--- src/rtl/i2s_stream_pkg.sv ---
// Shared types and frame geometry for the I2S sample streamer.
package i2s_stream_pkg;

  typedef enum logic [1:0] {
    IDLE  = 2'd0,
    PRIME = 2'd1,
    RUN   = 2'd2
  } state_e;

  localparam int unsigned SLOTS_PER_FRAME = 64;
  localparam int unsigned SLOT_W          = 6;

  // First BCLK slot carrying the MSB of each lane (one slot after the LRCK edge).
  localparam logic [SLOT_W-1:0] LEFT_FIRST_SLOT  = 6'd1;
  localparam logic [SLOT_W-1:0] RIGHT_FIRST_SLOT = 6'd33;

  // Last slot of a frame and the slot where the right word is fetched.
  localparam logic [SLOT_W-1:0] LAST_SLOT      = SLOT_W'(SLOTS_PER_FRAME - 1);
  localparam logic [SLOT_W-1:0] RIGHT_POP_SLOT = SLOT_W'(SLOTS_PER_FRAME / 2);

endpackage

--- src/rtl/i2s_sample_streamer_if.sv ---
// FIFO read side plus the I2S serial lane, bundled for the streamer.
interface i2s_sample_streamer_if #(
  parameter int unsigned SAMPLE_W = 24
);

  logic [SAMPLE_W-1:0] fifo_dout;
  logic                fifo_hw;
  logic                fifo_lw;
  logic                fifo_pop;
  logic                i2s_bclk;
  logic                i2s_lrck;
  logic                i2s_sdata;

  // Streamer side: consumes FIFO words, drives the serial lane.
  modport master (
    input  fifo_dout, fifo_hw, fifo_lw,
    output fifo_pop, i2s_bclk, i2s_lrck, i2s_sdata
  );

  // FIFO / codec side.
  modport slave (
    output fifo_dout, fifo_hw, fifo_lw,
    input  fifo_pop, i2s_bclk, i2s_lrck, i2s_sdata
  );

endinterface

--- src/rtl/i2s_bclk_gen.sv ---
// BCLK divider: registered bit clock plus a strobe marking its falling edge.
module i2s_bclk_gen #(
  parameter int unsigned BCLK_DIV = 23
) (
  input  logic clk_i,
  input  logic rst_ni,
  input  logic clr_i,
  output logic bclk_o,
  output logic fall_o
);

  localparam int unsigned      DIV_W    = 8;
  localparam logic [DIV_W-1:0] DIV_LAST = DIV_W'(BCLK_DIV - 1);

  logic [DIV_W-1:0] div_q, div_d;
  logic             bclk_q, bclk_d;
  logic             term;

  // Next divider count and bit-clock level; clear parks both at zero.
  always_comb begin
    term   = (div_q == DIV_LAST);
    div_d  = div_q + DIV_W'(1);
    bclk_d = bclk_q;
    if (term) begin
      div_d  = '0;
      bclk_d = ~bclk_q;
    end
    if (clr_i) begin
      div_d  = '0;
      bclk_d = 1'b0;
    end
  end

  // Divider and bit-clock registers.
  always_ff @(posedge clk_i or negedge rst_ni) begin
    if (!rst_ni) begin
      div_q  <= '0;
      bclk_q <= 1'b0;
    end else begin
      div_q  <= div_d;
      bclk_q <= bclk_d;
    end
  end

  assign bclk_o = bclk_q;
  // High in the cycle whose closing edge drives BCLK low, so the caller can
  // advance its slot on that same edge.
  assign fall_o = term & bclk_q;

endmodule

--- src/rtl/i2s_sample_streamer.sv ---
// Pops left/right words from the sample FIFO and serialises them as a
// 64-slot I2S frame; tracks refill requests and FIFO starvation.
module i2s_sample_streamer
  import i2s_stream_pkg::*;
#(
  parameter int unsigned BCLK_DIV = 23,
  parameter int unsigned SAMPLE_W = 24,
  parameter int unsigned CNT_W    = 16
) (
  input  logic                         clk143,
  input  logic                         rst_n,
  input  logic                         enable,
  i2s_sample_streamer_if.master        bus,
  output logic                         refill_req,
  output logic                         running,
  output logic [CNT_W-1:0]             underrun_cnt
);

  localparam logic [SLOT_W-1:0] LEFT_LAST_SLOT  = LEFT_FIRST_SLOT  + SLOT_W'(SAMPLE_W - 1);
  localparam logic [SLOT_W-1:0] RIGHT_LAST_SLOT = RIGHT_FIRST_SLOT + SLOT_W'(SAMPLE_W - 1);

  state_e              state_q, state_d;
  logic [SLOT_W-1:0]   slot_q, slot_d, slot_nx;
  logic [SAMPLE_W-1:0] left_q, left_d, right_q, right_d;
  logic [SAMPLE_W-1:0] left_sh, right_sh;
  logic                pop_q, pop_d;
  logic                lrck_q, lrck_d;
  logic                sdata_q, sdata_d;
  logic                refill_q, refill_d;
  logic                running_q, running_d;
  logic [CNT_W-1:0]    cnt_q, cnt_d;
  logic                ser_bit;
  logic                bclk, fall, clr;

  i2s_bclk_gen #(
    .BCLK_DIV (BCLK_DIV)
  ) u_bclk (
    .clk_i  (clk143),
    .rst_ni (rst_n),
    .clr_i  (clr),
    .bclk_o (bclk),
    .fall_o (fall)
  );

  // FSM state register.
  always_ff @(posedge clk143 or negedge rst_n) begin
    if (!rst_n) state_q <= IDLE;
    else        state_q <= state_d;
  end

  // Next state, slot advance, pops, serialiser mux and counters.
  always_comb begin
    state_d  = state_q;
    slot_d   = slot_q;
    left_d   = left_q;
    right_d  = right_q;
    pop_d    = 1'b0;
    lrck_d   = lrck_q;
    sdata_d  = sdata_q;
    cnt_d    = cnt_q;
    refill_d = refill_q;
    clr      = 1'b1;

    // Bit for the slot being entered: MSB lands one slot after the LRCK edge.
    slot_nx  = slot_q + SLOT_W'(1);
    left_sh  = left_q  >> (LEFT_LAST_SLOT  - slot_nx);
    right_sh = right_q >> (RIGHT_LAST_SLOT - slot_nx);
    ser_bit  = 1'b0;
    if (slot_nx >= LEFT_FIRST_SLOT && slot_nx <= LEFT_LAST_SLOT) begin
      ser_bit = left_sh[0];
    end else if (slot_nx >= RIGHT_FIRST_SLOT && slot_nx <= RIGHT_LAST_SLOT) begin
      ser_bit = right_sh[0];
    end

    case (state_q)
      IDLE: begin
        if (enable) state_d = PRIME;
      end
      PRIME: begin
        if (!enable) begin
          state_d = IDLE;
        end else if (!bus.fifo_lw) begin
          // Entry edge doubles as "entering slot 0".
          state_d = RUN;
          slot_d  = '0;
          lrck_d  = 1'b0;
          sdata_d = 1'b0;
          pop_d   = 1'b1;
          left_d  = bus.fifo_dout;
        end
      end
      RUN: begin
        clr = 1'b0;
        if (fall) begin
          if (slot_q == LAST_SLOT && !enable) begin
            // Stop exactly where slot 0 would begin: no pop, lane parked low.
            state_d = IDLE;
            slot_d  = '0;
            lrck_d  = 1'b0;
            sdata_d = 1'b0;
            clr     = 1'b1;
          end else begin
            slot_d  = slot_nx;
            lrck_d  = slot_nx[SLOT_W-1];
            sdata_d = ser_bit;
            if (slot_nx == '0) begin
              pop_d  = 1'b1;
              left_d = bus.fifo_dout;
            end
            if (slot_nx == RIGHT_POP_SLOT) begin
              pop_d   = 1'b1;
              right_d = bus.fifo_dout;
            end
          end
        end
      end
      default: state_d = IDLE;
    endcase

    if (pop_d && bus.fifo_lw && cnt_q != '1) cnt_d = cnt_q + CNT_W'(1);

    if (bus.fifo_hw || state_q == IDLE) refill_d = 1'b0;
    else if (bus.fifo_lw)               refill_d = 1'b1;

    running_d = (state_d == RUN);
  end

  // Datapath and output registers.
  always_ff @(posedge clk143 or negedge rst_n) begin
    if (!rst_n) begin
      slot_q    <= '0;
      left_q    <= '0;
      right_q   <= '0;
      pop_q     <= 1'b0;
      lrck_q    <= 1'b0;
      sdata_q   <= 1'b0;
      refill_q  <= 1'b0;
      running_q <= 1'b0;
      cnt_q     <= '0;
    end else begin
      slot_q    <= slot_d;
      left_q    <= left_d;
      right_q   <= right_d;
      pop_q     <= pop_d;
      lrck_q    <= lrck_d;
      sdata_q   <= sdata_d;
      refill_q  <= refill_d;
      running_q <= running_d;
      cnt_q     <= cnt_d;
    end
  end

  assign bus.fifo_pop  = pop_q;
  assign bus.i2s_bclk  = bclk;
  assign bus.i2s_lrck  = lrck_q;
  assign bus.i2s_sdata = sdata_q;
  assign refill_req    = refill_q;
  assign running       = running_q;
  assign underrun_cnt  = cnt_q;

endmodule

--- src/flat_wrapper.sv ---
// flat-port wrapper written by rule: the top's interface ports become plain ports
module i2s_sample_streamer_flat import i2s_stream_pkg::*;
#(
  parameter int unsigned BCLK_DIV = 23,
  parameter int unsigned SAMPLE_W = 24,
  parameter int unsigned CNT_W    = 16
)
  (clk143, rst_n, enable, refill_req, running, underrun_cnt, bus_fifo_dout, bus_fifo_hw, bus_fifo_lw, bus_fifo_pop, bus_i2s_bclk, bus_i2s_lrck, bus_i2s_sdata);
  i2s_sample_streamer_if #(.SAMPLE_W(SAMPLE_W)) bus_i ();
  input  logic clk143;
  input  logic rst_n;
  input  logic enable;
  output logic refill_req;
  output logic running;
  output logic [CNT_W-1:0] underrun_cnt;
  input wire logic [$bits(bus_i.fifo_dout)-1:0] bus_fifo_dout;
  input wire logic [$bits(bus_i.fifo_hw)-1:0] bus_fifo_hw;
  input wire logic [$bits(bus_i.fifo_lw)-1:0] bus_fifo_lw;
  output wire logic [$bits(bus_i.fifo_pop)-1:0] bus_fifo_pop;
  output wire logic [$bits(bus_i.i2s_bclk)-1:0] bus_i2s_bclk;
  output wire logic [$bits(bus_i.i2s_lrck)-1:0] bus_i2s_lrck;
  output wire logic [$bits(bus_i.i2s_sdata)-1:0] bus_i2s_sdata;
  assign bus_i.fifo_dout = bus_fifo_dout;
  assign bus_i.fifo_hw = bus_fifo_hw;
  assign bus_i.fifo_lw = bus_fifo_lw;
  assign bus_fifo_pop = bus_i.fifo_pop;
  assign bus_i2s_bclk = bus_i.i2s_bclk;
  assign bus_i2s_lrck = bus_i.i2s_lrck;
  assign bus_i2s_sdata = bus_i.i2s_sdata;
  i2s_sample_streamer #(.BCLK_DIV(BCLK_DIV), .SAMPLE_W(SAMPLE_W), .CNT_W(CNT_W)) u_core (.clk143(clk143), .rst_n(rst_n), .enable(enable), .bus(bus_i), .refill_req(refill_req), .running(running), .underrun_cnt(underrun_cnt));
endmodule
--- config.mk ---
export PLATFORM = sky130hd
export DESIGN_NAME = i2s_sample_streamer_flat
export DESIGN_NICKNAME = d
export VERILOG_FILES = /design/src/rtl/i2s_stream_pkg.sv /design/src/rtl/i2s_sample_streamer_if.sv /design/src/rtl/i2s_bclk_gen.sv /design/src/rtl/i2s_sample_streamer.sv /design/src/flat_wrapper.sv
export SDC_FILE = /design/constraint.sdc
export NUM_CORES = 1
export LEC_CHECK = 0
export ABC_AREA = 1
export CORE_AREA = 2 2 124 126
export CTS_CLUSTER_DIAMETER = 120
export CTS_CLUSTER_SIZE = 16
export DETAILED_ROUTE_END_ITERATION = 8
export DIE_AREA = 0 0 126 128
export SYNTH_ARGS = -nofsm -noshare
export SYNTH_HDL_FRONTEND = slang
export SYNTH_SLANG_ARGS = --single-unit
export TNS_END_PERCENT = 30
--- constraint.sdc ---
create_clock -name clk143 -period 2.5 [get_ports clk143]
set_input_delay 0.5 -clock clk143 [delete_from_list [all_inputs] [get_ports clk143]]
set_output_delay 0.5 -clock clk143 [all_outputs]
set_load 0.005 [all_outputs]
==> run metrics <==
Max-cap violations=0; Critical Path RT=approximately 2700 ps; Detailed Place HPWL=~7.3 mm; TritonCTS buffer count=9; top-count cell post-synth=nand2_1; Routed WL=between 10 and 15 mm; worst-path fanout max=10; Final Cycle Share=between 80% and 90%; # rows=45; commonest register cell after synthesis=dfrtp_1; status=completed; CTS H-tree lvls=3; nets=between 600 and 700; Worst Setup Start Kind=flip-flop; antenna viol nets, final=0; Slew Limit Headroom=45.7%; initial antenna violation count=0; count of buffers from port buffering=50; Synth area leader=dfrtp_1; Worst Hold Class=in2async; Clock transition at path regs=60 ps; Yosys cell types=32; grt total ovfl=0; Setup-failing EPs final=0; Diodes inserted=0; layout cells sized above 1=7.14%; sequential fraction of the synthesis area=46.9%; synthesized flop and latch total=between 80 and 90; die area=16100 um^2; drc violations=0; clock skew=around 9 ps; routed len/inst=between 10 and 15 um; Vias/cell=~4.6; WS Path Type=reg2reg; syn_nets=between 600 and 700; FF-to-FF setup slack=300 ps; Lkg Pwr=roughly 2.7 nW; Yosys top cell area share=46.9%; setup TNS=0 ps; Peak VDD IR=about 0.00032 V; syn avg cell area=just under 8 um^2; Slew Viols, Final=0; floorplan die width=between 100 and 150 um; Hold Vio Cnt, Final=0; largest net degree at the start of global routing=66; Initial DRT Pass Iterations=4; DRT iter0 DRCs=227; vias in the first global route=roughly 3900; synth warn=0; Util after Layout=37.4%; Fmax achieved=about 450 MHz; Core Area=14900 um^2; first-pass GRT wire length=between 15 and 20 mm; synth top area cells=dfrtp_1 47%, nand2_1 15%, inv_1 5.5%; Power Density=about 730 nW/um^2; DIE HEIGHT=128 um; worst skew pair latency=between 300 and 400 ps; GP Congestion=0.886; FFs w/ async S/R, synth=100%; CTS tree=built; starting density of the core=between 30% and 40%; crit path DAT=roughly 2400 ps; clk sinks=85; overall routing resource usage=13.5%; number of placed I/O pins=51; minimum clock period=2200 ps; CTS max path bufs=2; clock root buffer=clkbuf_16; Slew @ Worst Pin=approximately 820 ps; RSZ-0062 raised after global routing=no; total number of vias=roughly 3800; CTS Hold Bufs=0; synthesized instance count=roughly 600; crit end category=flip-flop; synthesized area=4530 um^2; synthesis-to-finish area growth=22.7%; Post-synth top cells=182 x nand2_1, 85 x dfrtp_1, 67 x inv_1; EDFF count, synth=0
-- path summary, 6_finish.rpt --
kind,endpoint,cells after the start,start
max,u_core.bus.i2s_sdata$_DFFE_PN0P_,13,u_core.slot_q[1]$_DFFE_PN0P_
min,u_core.right_q[2]$_DFFE_PN0P_,1,rst_n
max reg2reg,u_core.bus.i2s_sdata$_DFFE_PN0P_,13,u_core.slot_q[1]$_DFFE_PN0P_
min reg2reg,u_core.left_q[7]$_DFFE_PN0P_,2,u_core.left_q[7]$_DFFE_PN0P_
max in group asynchronous,u_core.running$_DFF_PN0_,2,rst_n
min in group clk143,u_core.left_q[7]$_DFFE_PN0P_,2,u_core.left_q[7]$_DFFE_PN0P_
-- power by group --
group | switching, mW | internal, mW | total (mW) | leakage (nW)
logic | 0.548 | 0.370 | 0.917 | 1.45
clock network | 0.524 | 0.854 | 1.38 | 0.152
registers | 0.147 | 1.61 | 1.76 | 1.15
total | 1.22 | 2.84 | 4.06 | 2.75
-- cells in the final DEF (no fill, tap or decap), drive strengths merged --
cell / count
nand2: 187
dfrtp: 85
inv: 70
o21ai: 68
nor2: 57
clkdlybuf4s50: 49
nand3: 23
nand4: 23
buf: 14
clkbuf: 13
xnor2: 10
xor2: 10
ha: 9
nor3: 6
nand3b: 4
a21oi: 3
o22ai: 3
or2: 2
and3: 1
a21boi: 1
o21bai: 1
nor3b: 1
a211oi: 1
clkinv: 1
bufinv: 1
clkinvlp: 1
-- per-layer routing --
metal,vias to the layer above,routed length [um],track usage [%]
met3,9,376,2.80
met2,56,4740,22.2
met5,-,0,0
met1,1778,5020,17.6
li1,1969,-,-
met4,0,131,4.91
-- logic make-up (layout without fill, tap and decap cells) --
group | Yosys count | count (layout) | share of synthesized area [%]
AOI/OAI and AO/OA | 77 | 77 | 9.00
and+or+nand+nor | 304 | 304 | 29.4
adders and majority gates | 9 | 9 | 2.48
DFF | 85 | 85 | 46.9
buffers and inverters | 91 | 149 | 8.39
xor gates and xnor gates | 20 | 20 | 3.86
-- repair_timing --
item                       in CTS  in global routing
buffers inserted                0                  0
setup endpoints to repair       0                  1
resized for setup               0                  1
-- worst max-delay path: stages (launching register included) --
cell	delay, ps
dfrtp_1	440
inv_1	90
ha_1	350
inv_1	210
nand2_2	190
or2_2	320
nand4_1	90
nand2_1	60
nand2_1	50
nand2_1	40
nand2_1	80
nand2_1	60
nand3_1	70
nand2_1	50
-- area by class of cell --
type | count | area, um^2
clock buffer | 13 | 270
clock inverter | 3 | 42.5
fill | 1579 | 9300
inverter | 70 | 263
multi-input combinational | 410 | 2030
sequential | 85 | 2130
tap | 188 | 235
timing repair buffer | 63 | 596
-- registers in the layout (all words and copies together) (netlist names) --
| signal | count |
|---|---|
| u_core.left_q | 24 |
| u_core.refill_req | 1 |
| u_core.bus.fifo_pop | 1 |
| u_core.bus.i2s_sdata | 1 |
| u_core.running | 1 |
| u_core.u_bclk.div_q | 8 |
| u_core.state_q | 2 |
| u_core.underrun_cnt | 16 |
| u_core.u_bclk.bclk_o | 1 |
| u_core.bus.i2s_lrck | 1 |
| u_core.slot_q | 5 |
| u_core.right_q | 24 |
-- per-stage QoR --
| stage | setup slack (ps) | instances | hold WS, ps | power, mW | instance area [um^2] |
|---|---|---|---|---|---|
| 6_report | 300 | 832 | 261 | 4.06 | 5560 |
| 5_1_grt | 15.9 | 832 | 338 | 4.33 | 5560 |
| 4_1_cts | 176 | 832 | 290 | 4.10 | 5560 |
| 3_5_place_dp | 201 | 816 | 469 | 2.71 | 5250 |
| 3_3_place_gp | 197 | 816 | 461 | 2.66 | 5250 |
| 2_1_floorplan | 250 | 586 | 204 | 2.41 | 4530 |
No activity file was read; power rests on OpenSTA's default activity.
